[config.mk]
export PLATFORM = sky130hd
export DESIGN_NAME = resp_misr_compactor
export DESIGN_NICKNAME = d
export VERILOG_FILES = /design/src/rtl/resp_misr_compactor.sv
export SDC_FILE = /design/constraint.sdc
export NUM_CORES = 1
export LEC_CHECK = 0
export ABC_AREA = 1
export BUFFER_PORTS_ARGS = -buffer_cell sky130_fd_sc_hd__buf_2
export CORE_ASPECT_RATIO = 1.1
export CORE_MARGIN = 1
export CORE_UTILIZATION = 57
export DETAILED_ROUTE_END_ITERATION = 16
export PLACE_DENSITY = 0.83
export SETUP_SLACK_MARGIN = 0.3
export SLEW_MARGIN = 10
export SYNTH_ARGS = -nofsm -noshare
export SYNTH_HDL_FRONTEND = slang
export SYNTH_SLANG_ARGS = --single-unit
[constraint.sdc]
create_clock -name blif_clk_net -period 2.4 [get_ports blif_clk_net]
set_clock_uncertainty 0.2 [all_clocks]
set_input_delay 0.12 -clock blif_clk_net [delete_from_list [all_inputs] [get_ports blif_clk_net]]
set_output_delay 0.12 -clock blif_clk_net [all_outputs]
set_load 0.005 [all_outputs]
[src/rtl/resp_misr_compactor.sv]
// Response compactor: registers the pattern-netlist outputs and folds them into a MISR
// over a programmed window of cycles, then holds the signature until it is acknowledged.
module resp_misr_compactor #(
    parameter int unsigned             RESP_W = 11,
    parameter int unsigned             SIG_W  = 16,
    parameter logic [SIG_W-1:0]        POLY   = 16'h1021,
    parameter logic [SIG_W-1:0]        SEED   = '0,
    parameter int unsigned             WINDOW = 64
) (
    input  logic              blif_clk_net,
    input  logic              blif_reset_net,
    input  logic [RESP_W-1:0] resp_in,
    input  logic              start,
    input  logic              abort,
    input  logic              sig_ack,
    output logic [SIG_W-1:0]  sig_out,
    output logic              sig_valid,
    output logic              busy,
    output logic [7:0]        win_cnt
);

    localparam int unsigned     CNT_W    = (WINDOW > 1) ? $clog2(WINDOW) : 1;
    localparam logic [CNT_W-1:0] CNT_LAST = CNT_W'(WINDOW - 1);

    typedef enum logic [1:0] {
        ST_IDLE = 2'd0,
        ST_RUN  = 2'd1,
        ST_DONE = 2'd2
    } state_t;

    state_t            state_q, state_d;
    logic [RESP_W-1:0] resp_q;
    logic [SIG_W-1:0]  misr_q;
    logic [CNT_W-1:0]  cnt_q;
    logic [7:0]        win_q;
    logic              misr_load, misr_step, win_inc;

    function automatic logic [SIG_W-1:0] misr_next(input logic [SIG_W-1:0] s,
                                                  input logic [RESP_W-1:0] r);
        return {s[SIG_W-2:0], 1'b0} ^ (s[SIG_W-1] ? POLY : '0) ^ SIG_W'(r);
    endfunction

    always_ff @(posedge blif_clk_net or negedge blif_reset_net) begin
        if (!blif_reset_net) state_q <= ST_IDLE;
        else                 state_q <= state_d;
    end

    always_comb begin
        state_d   = state_q;
        misr_load = 1'b0;
        misr_step = 1'b0;
        win_inc   = 1'b0;
        case (state_q)
            ST_IDLE: if (start) begin
                state_d   = ST_RUN;
                misr_load = 1'b1;
            end
            ST_RUN: begin
                misr_step = 1'b1;
                if (cnt_q == CNT_LAST) begin
                    state_d = ST_DONE;
                    win_inc = 1'b1;
                end
            end
            ST_DONE: if (sig_ack) state_d = ST_IDLE;
            default: state_d = ST_IDLE;
        endcase
        // abort overrides every other action in the same cycle, including the final RUN step
        if (abort) begin
            state_d   = ST_IDLE;
            misr_load = 1'b0;
            misr_step = 1'b0;
            win_inc   = 1'b0;
        end
    end

    always_ff @(posedge blif_clk_net or negedge blif_reset_net) begin
        if (!blif_reset_net) begin
            resp_q <= '0;
            misr_q <= SEED;
            cnt_q  <= '0;
            win_q  <= '0;
        end else begin
            resp_q <= resp_in;
            if (misr_load) begin
                misr_q <= SEED;
                cnt_q  <= '0;
            end else if (misr_step) begin
                misr_q <= misr_next(misr_q, resp_q);
                cnt_q  <= cnt_q + CNT_W'(1);
            end
            if (win_inc) win_q <= win_q + 8'd1;
        end
    end

    assign sig_out   = misr_q;
    assign sig_valid = (state_q == ST_DONE);
    assign busy      = (state_q != ST_IDLE);
    assign win_cnt   = win_q;

endmodule

**Word level (Yosys, flattened, before mapping)**

Index checks and enable logic that the tools add are counted.

- Muxes and demuxes: 18
- Equality and inequality tests: 6
- $add $sub $neg: 2
- Reductions and logical operators: 4
- Bitwise gates (word level): 2

Operator list:

| operator | count |
|---|---|
| $mux W16 | 2 |
| $xor A16 B11 Y16 | 1 |
| $xor A16 B13 Y16 | 1 |
| $mux W13 | 1 |
| $mux W6 | 2 |
| $ne A3 B3 Y1 const B | 3 |
| $add A8 B1 Y8 const B | 1 |
| $mux W1 | 8 |
| $mux W2 | 4 |
| $add A6 B1 Y6 const B | 1 |
| $eq A6 B6 Y1 const B | 1 |
| $pmux W2 S3 | 1 |
| $reduce_bool A2 Y1 | 2 |
| $reduce_and A3 Y1 | 1 |
| $eq A2 B1 Y1 const B | 1 |
| $eq A2 B2 Y1 const B | 1 |
| $logic_not A2 Y1 | 1 |

- Output and inout bits: 26
- Input bits: 16
- Register bits: 43
- Word-level logic and storage cells: 37

**Longest topological paths before layout**

- Word-level depth: 5
- Depth in mapped cells: 8
- Mapped depth without buffers: 7

**Worst setup path before layout**

No wires, ideal clock.

- Path type: reg2reg
- From: register cnt_q[0]
- To: register win_q[0] (netlist: win_cnt[0])
- Library setup time: 123 ps
- Slack: 1,011 ps
- Arrival: 1,066 ps
- Period minus slack after synthesis: 1,389 ps
- Data required time: 2,077 ps
- Path buffers: 1
- Cell stages (with the launch flop): 7
- Cell sequence: dfrtp_1 ha_1 nand3_2 nor2_4 nand2_2 buf_6 xor2_2

- Cells in the longest elaborated chain, start to end: 4

RTL lines:

| item | line | RTL |
|---|---|---|
| from (decl) | 34 | `logic [CNT_W-1:0] cnt_q;` |
| from (signal assigned) | 90 | `cnt_q <= cnt_q + CNT_W'(1);` |
| $eq A6 B6 Y1 | 60 | `if (cnt_q == CNT_LAST) begin` |
| $mux W1 | 60 |  |
| $mux W1 | 53 | `case (state_q)` |
| $mux W1 | 69 | `if (abort) begin` |
| to (signal assigned) | 92 | `if (win_inc) win_q <= win_q + 8'd1;` |
| to (decl) | 35 | `logic [7:0] win_q;` |

No other way between the ends.
A chain may end at the register's enable or synchronous reset.

**Final worst setup path**

- From: register cnt_q[0]
- To: register win_q[3] (netlist: win_cnt[3])

Same word-level chain as after synthesis.

==> impl_metrics.ini <==
[outcome]
status = complete, but fails checks
failed_checks = design-rule violations

[drt]
maxUsedRoutingLayer = met4
vias_per_cell = 5.142
wl_met1_microns = 1545
met3_wirelength_microns = 186
drt_iter0_drc = 34
wl_per_cell_microns = 11.83
drtPass1Iterations = 10
dr_wl_met2_microns = 1725
num_vias = 1522
routed_wl_microns = 3503
drc = 1
ant_nets = 0

[placement]
dpl.cell_count = 274
post-dp-hpwl_microns = 2298
gp_congestion = 0.7698
port_buffers = 41

[worst_setup_path]
startpoint = cnt_q[0]
r2r_cells = 7
critical_path.most_common_cell = nand2_1
worst_ep_required_time_ps = 2470
critical_path_class = reg2reg
worstPathCellList = ha_1, nand3_2, nor2_4, nand2_2, inv_1, nand2_1, nand2_1
crit_path_start_kind = flop
cp_slowest_stage_delay_ps = 420
cp.arrival_ps = 1660
crit_path_end_kind = flop
r2r-start = cnt_q[0]
cp_max_fo = 11
crit_path_top_delay_cell = dfrtp_1

[timing]
hold_viol = 0
whs_ps = 31.47
finalCriticalPeriod_ps = 1590
max_slew_margin_pct = 39.56
fin_setup_tns_ps = 0
period_share_pct = 66.23
max_freq_ghz = 0.6291
drv_slew = 0
rsz0062_at_grt = no
tightest_slew_ps = 906.6
finalSetupViolations = 0

[yosys]
syn_area_sq_um = 1909
syn_avg_cell_area_sq_um = 9.359
synth_common_cells = nand2_1, dfrtp_1, nand3_1
yosysWarnings = 0
syn_nets = 222
async_reset_ff_share_pct = 100.0
synth_edf_count = 0
ys_seq_elements = 43
netlist_instances = 204
synth_ff_type = dfrtp_1
yosys.cell_count.top_type = nand2_1
yosysSeqAreaShare_pct = 56.36
ys_types = 24
synth_area_leaders = dfrtp_1, nand2_1, nand3_1
synth_top_area_cell = dfrtp_1
synth_top_area_share_pct = 56.36

[cells_and_area]
final_cells = 296
final_layout_size_suffix_gt1_share_pct = 22.52
fin_nets = 279
antenna_cells = 0
synthToLayoutAreaGrowth_pct = 20.51
nFillCells = 229

[global_routing]
grt_max_degree = 44
antenna_found_initial = 0
grt_pass1_wl_microns = 6168
grt_pass1_vias = 1459
gr-usage-all-layers_pct = 23.04
overflow = 0

[run]
drv_cap = 0

[clocking]
numClockSinks = 43
numCtsBuffers = 5
cts_tree = done
path_clk_slew_ps = 130
ctsResizeCount = 0
post_cts_buffers = 0
cts-root-buf = clkbuf_4
clockBufferDepth = 2
htreeDepth = 2
clk_latency_ps = 360
hold_buffers = 14

[floorplanning]
die_height_microns = 62.70
core-area_sq_um = 3127
io_pins = 42
die_area_sq_um = 3586
rows = 21
die_width_microns = 57.19
initial_core_util_pct = 61.06

[hold_path]
min_from = abort
min_path_cells = 6
hold_path.class = in2reg

[power_and_ir_drop]
switching_share_pct = 28.82
p_sw_mw = 0.4289
p_int_mw = 1.059
comb_power_share_pct = 18.7
powerDensity_nw_per_um2 = 646.8
seq_power_share_pct = 58.4
vdd_drop_max_mv = 0.4278
leakage_nw = 1.190
power_frac_clock_pct = 22.8
## sequential cells by signal, summed over array words and instances (netlist names)
| name | cells |
|---|---|
| cnt_q | 6 |
| state_q | 2 |
| win_cnt | 8 |
| resp_q | 11 |
| sig_out | 16 |
## critical path: cells and delay by family, from the launching register on
kind | cells | cell delay (ps)
AND/OR/NAND/NOR | 5 | 470
flip-flops | 1 | 420
adder cells (fa/ha/maj) | 1 | 250
buffers and inverters | 1 | 160
## routing by layer
metal | vias to the layer above | GRT usage, %
met5 | - | 0
met4 | 0 | 9.146
met3 | 4 | 7.039
met2 | 44 | 39.26
met1 | 712 | 26.87
li1 | 762 | -
## layout by cell type (no fill, tap or decap)
master         instances
nand3b_1               1
inv_1                 16
buf_2                 41
nor3_1                 1
nor2_2                 1
nor2_4                 1
nand4_1                1
xor2_1                 3
inv_2                  2
xor2_2                 1
clkinv_2               1
o21ai_1               17
a21oi_1                3
nand3_1               22
buf_4                  2
dfrtp_1               43
nand2_2                2
xnor2_1               11
clkbuf_4               5
nor2_1                12
o21ai_2                1
nand3_2                2
ha_1                   2
o21ai_0                1
clkbuf_1               2
dlygate4sd3_1         14
nand2_1               54
## layout make-up
cell class / instances / area, sq um / area share [%]
inverters: 18 / 67.56 / 2.936
clock buffers: 7 / 45.04 / 1.958
flip-flops and latches: 43 / 1076 / 46.76
clock inverters: 1 / 5.005 / 0.2175
multi-input cells: 136 / 704.4 / 30.61
repair buffers: 57 / 360.3 / 15.66
well taps: 34 / 42.54 / 1.849
## final timing paths
kind / slack, ps / endpoint
setup / recovery: 810 / win_cnt[3]
hold / removal: 30 / cnt_q[1]
setup reg to reg: 810 / win_cnt[3]
hold reg to reg: 330 / sig_out[3]
max in group asynchronous: 1210 / resp_q[4]
min in group asynchronous: 210 / win_cnt[2]
## cell families after synthesis
family | synth area share (%)
AO/OA/AOI/OAI | 5.963
flip-flops | 56.36
buffers and inverters | 6.749
adder cells (fa/ha/maj) | 1.310
AND/OR/NAND/NOR | 22.35
XOR/XNOR | 7.274
## power by group through the flow
| stage | Clock [mW] | Combinational [mW] | Sequential (mW) |
|---|---|---|---|
| after floorplan | 0 | 0.154 | 0.882 |
| after global placement | 0 | 0.256 | 0.882 |
| after detailed placement | 0 | 0.263 | 0.884 |
| after CTS | 0.347 | 0.282 | 0.870 |
| after global routing | 0.377 | 0.318 | 0.881 |
| final | 0.340 | 0.279 | 0.869 |
## through the flow
stage | instance area (sq um) | total power, mW | worst slack, ps | util (%)
after floorplan | 1909 | 1.036 | 1011 | -
after global placement | 2111 | 1.138 | 863.9 | 67.51
after detailed placement | 2111 | 1.147 | 821.7 | 67.51
after CTS | 2301 | 1.499 | 805.5 | 73.59
after global routing | 2301 | 1.576 | 641.6 | 73.59
final | 2301 | 1.488 | 810.5 | 73.59
No activity file was read; power rests on OpenSTA's default activity.
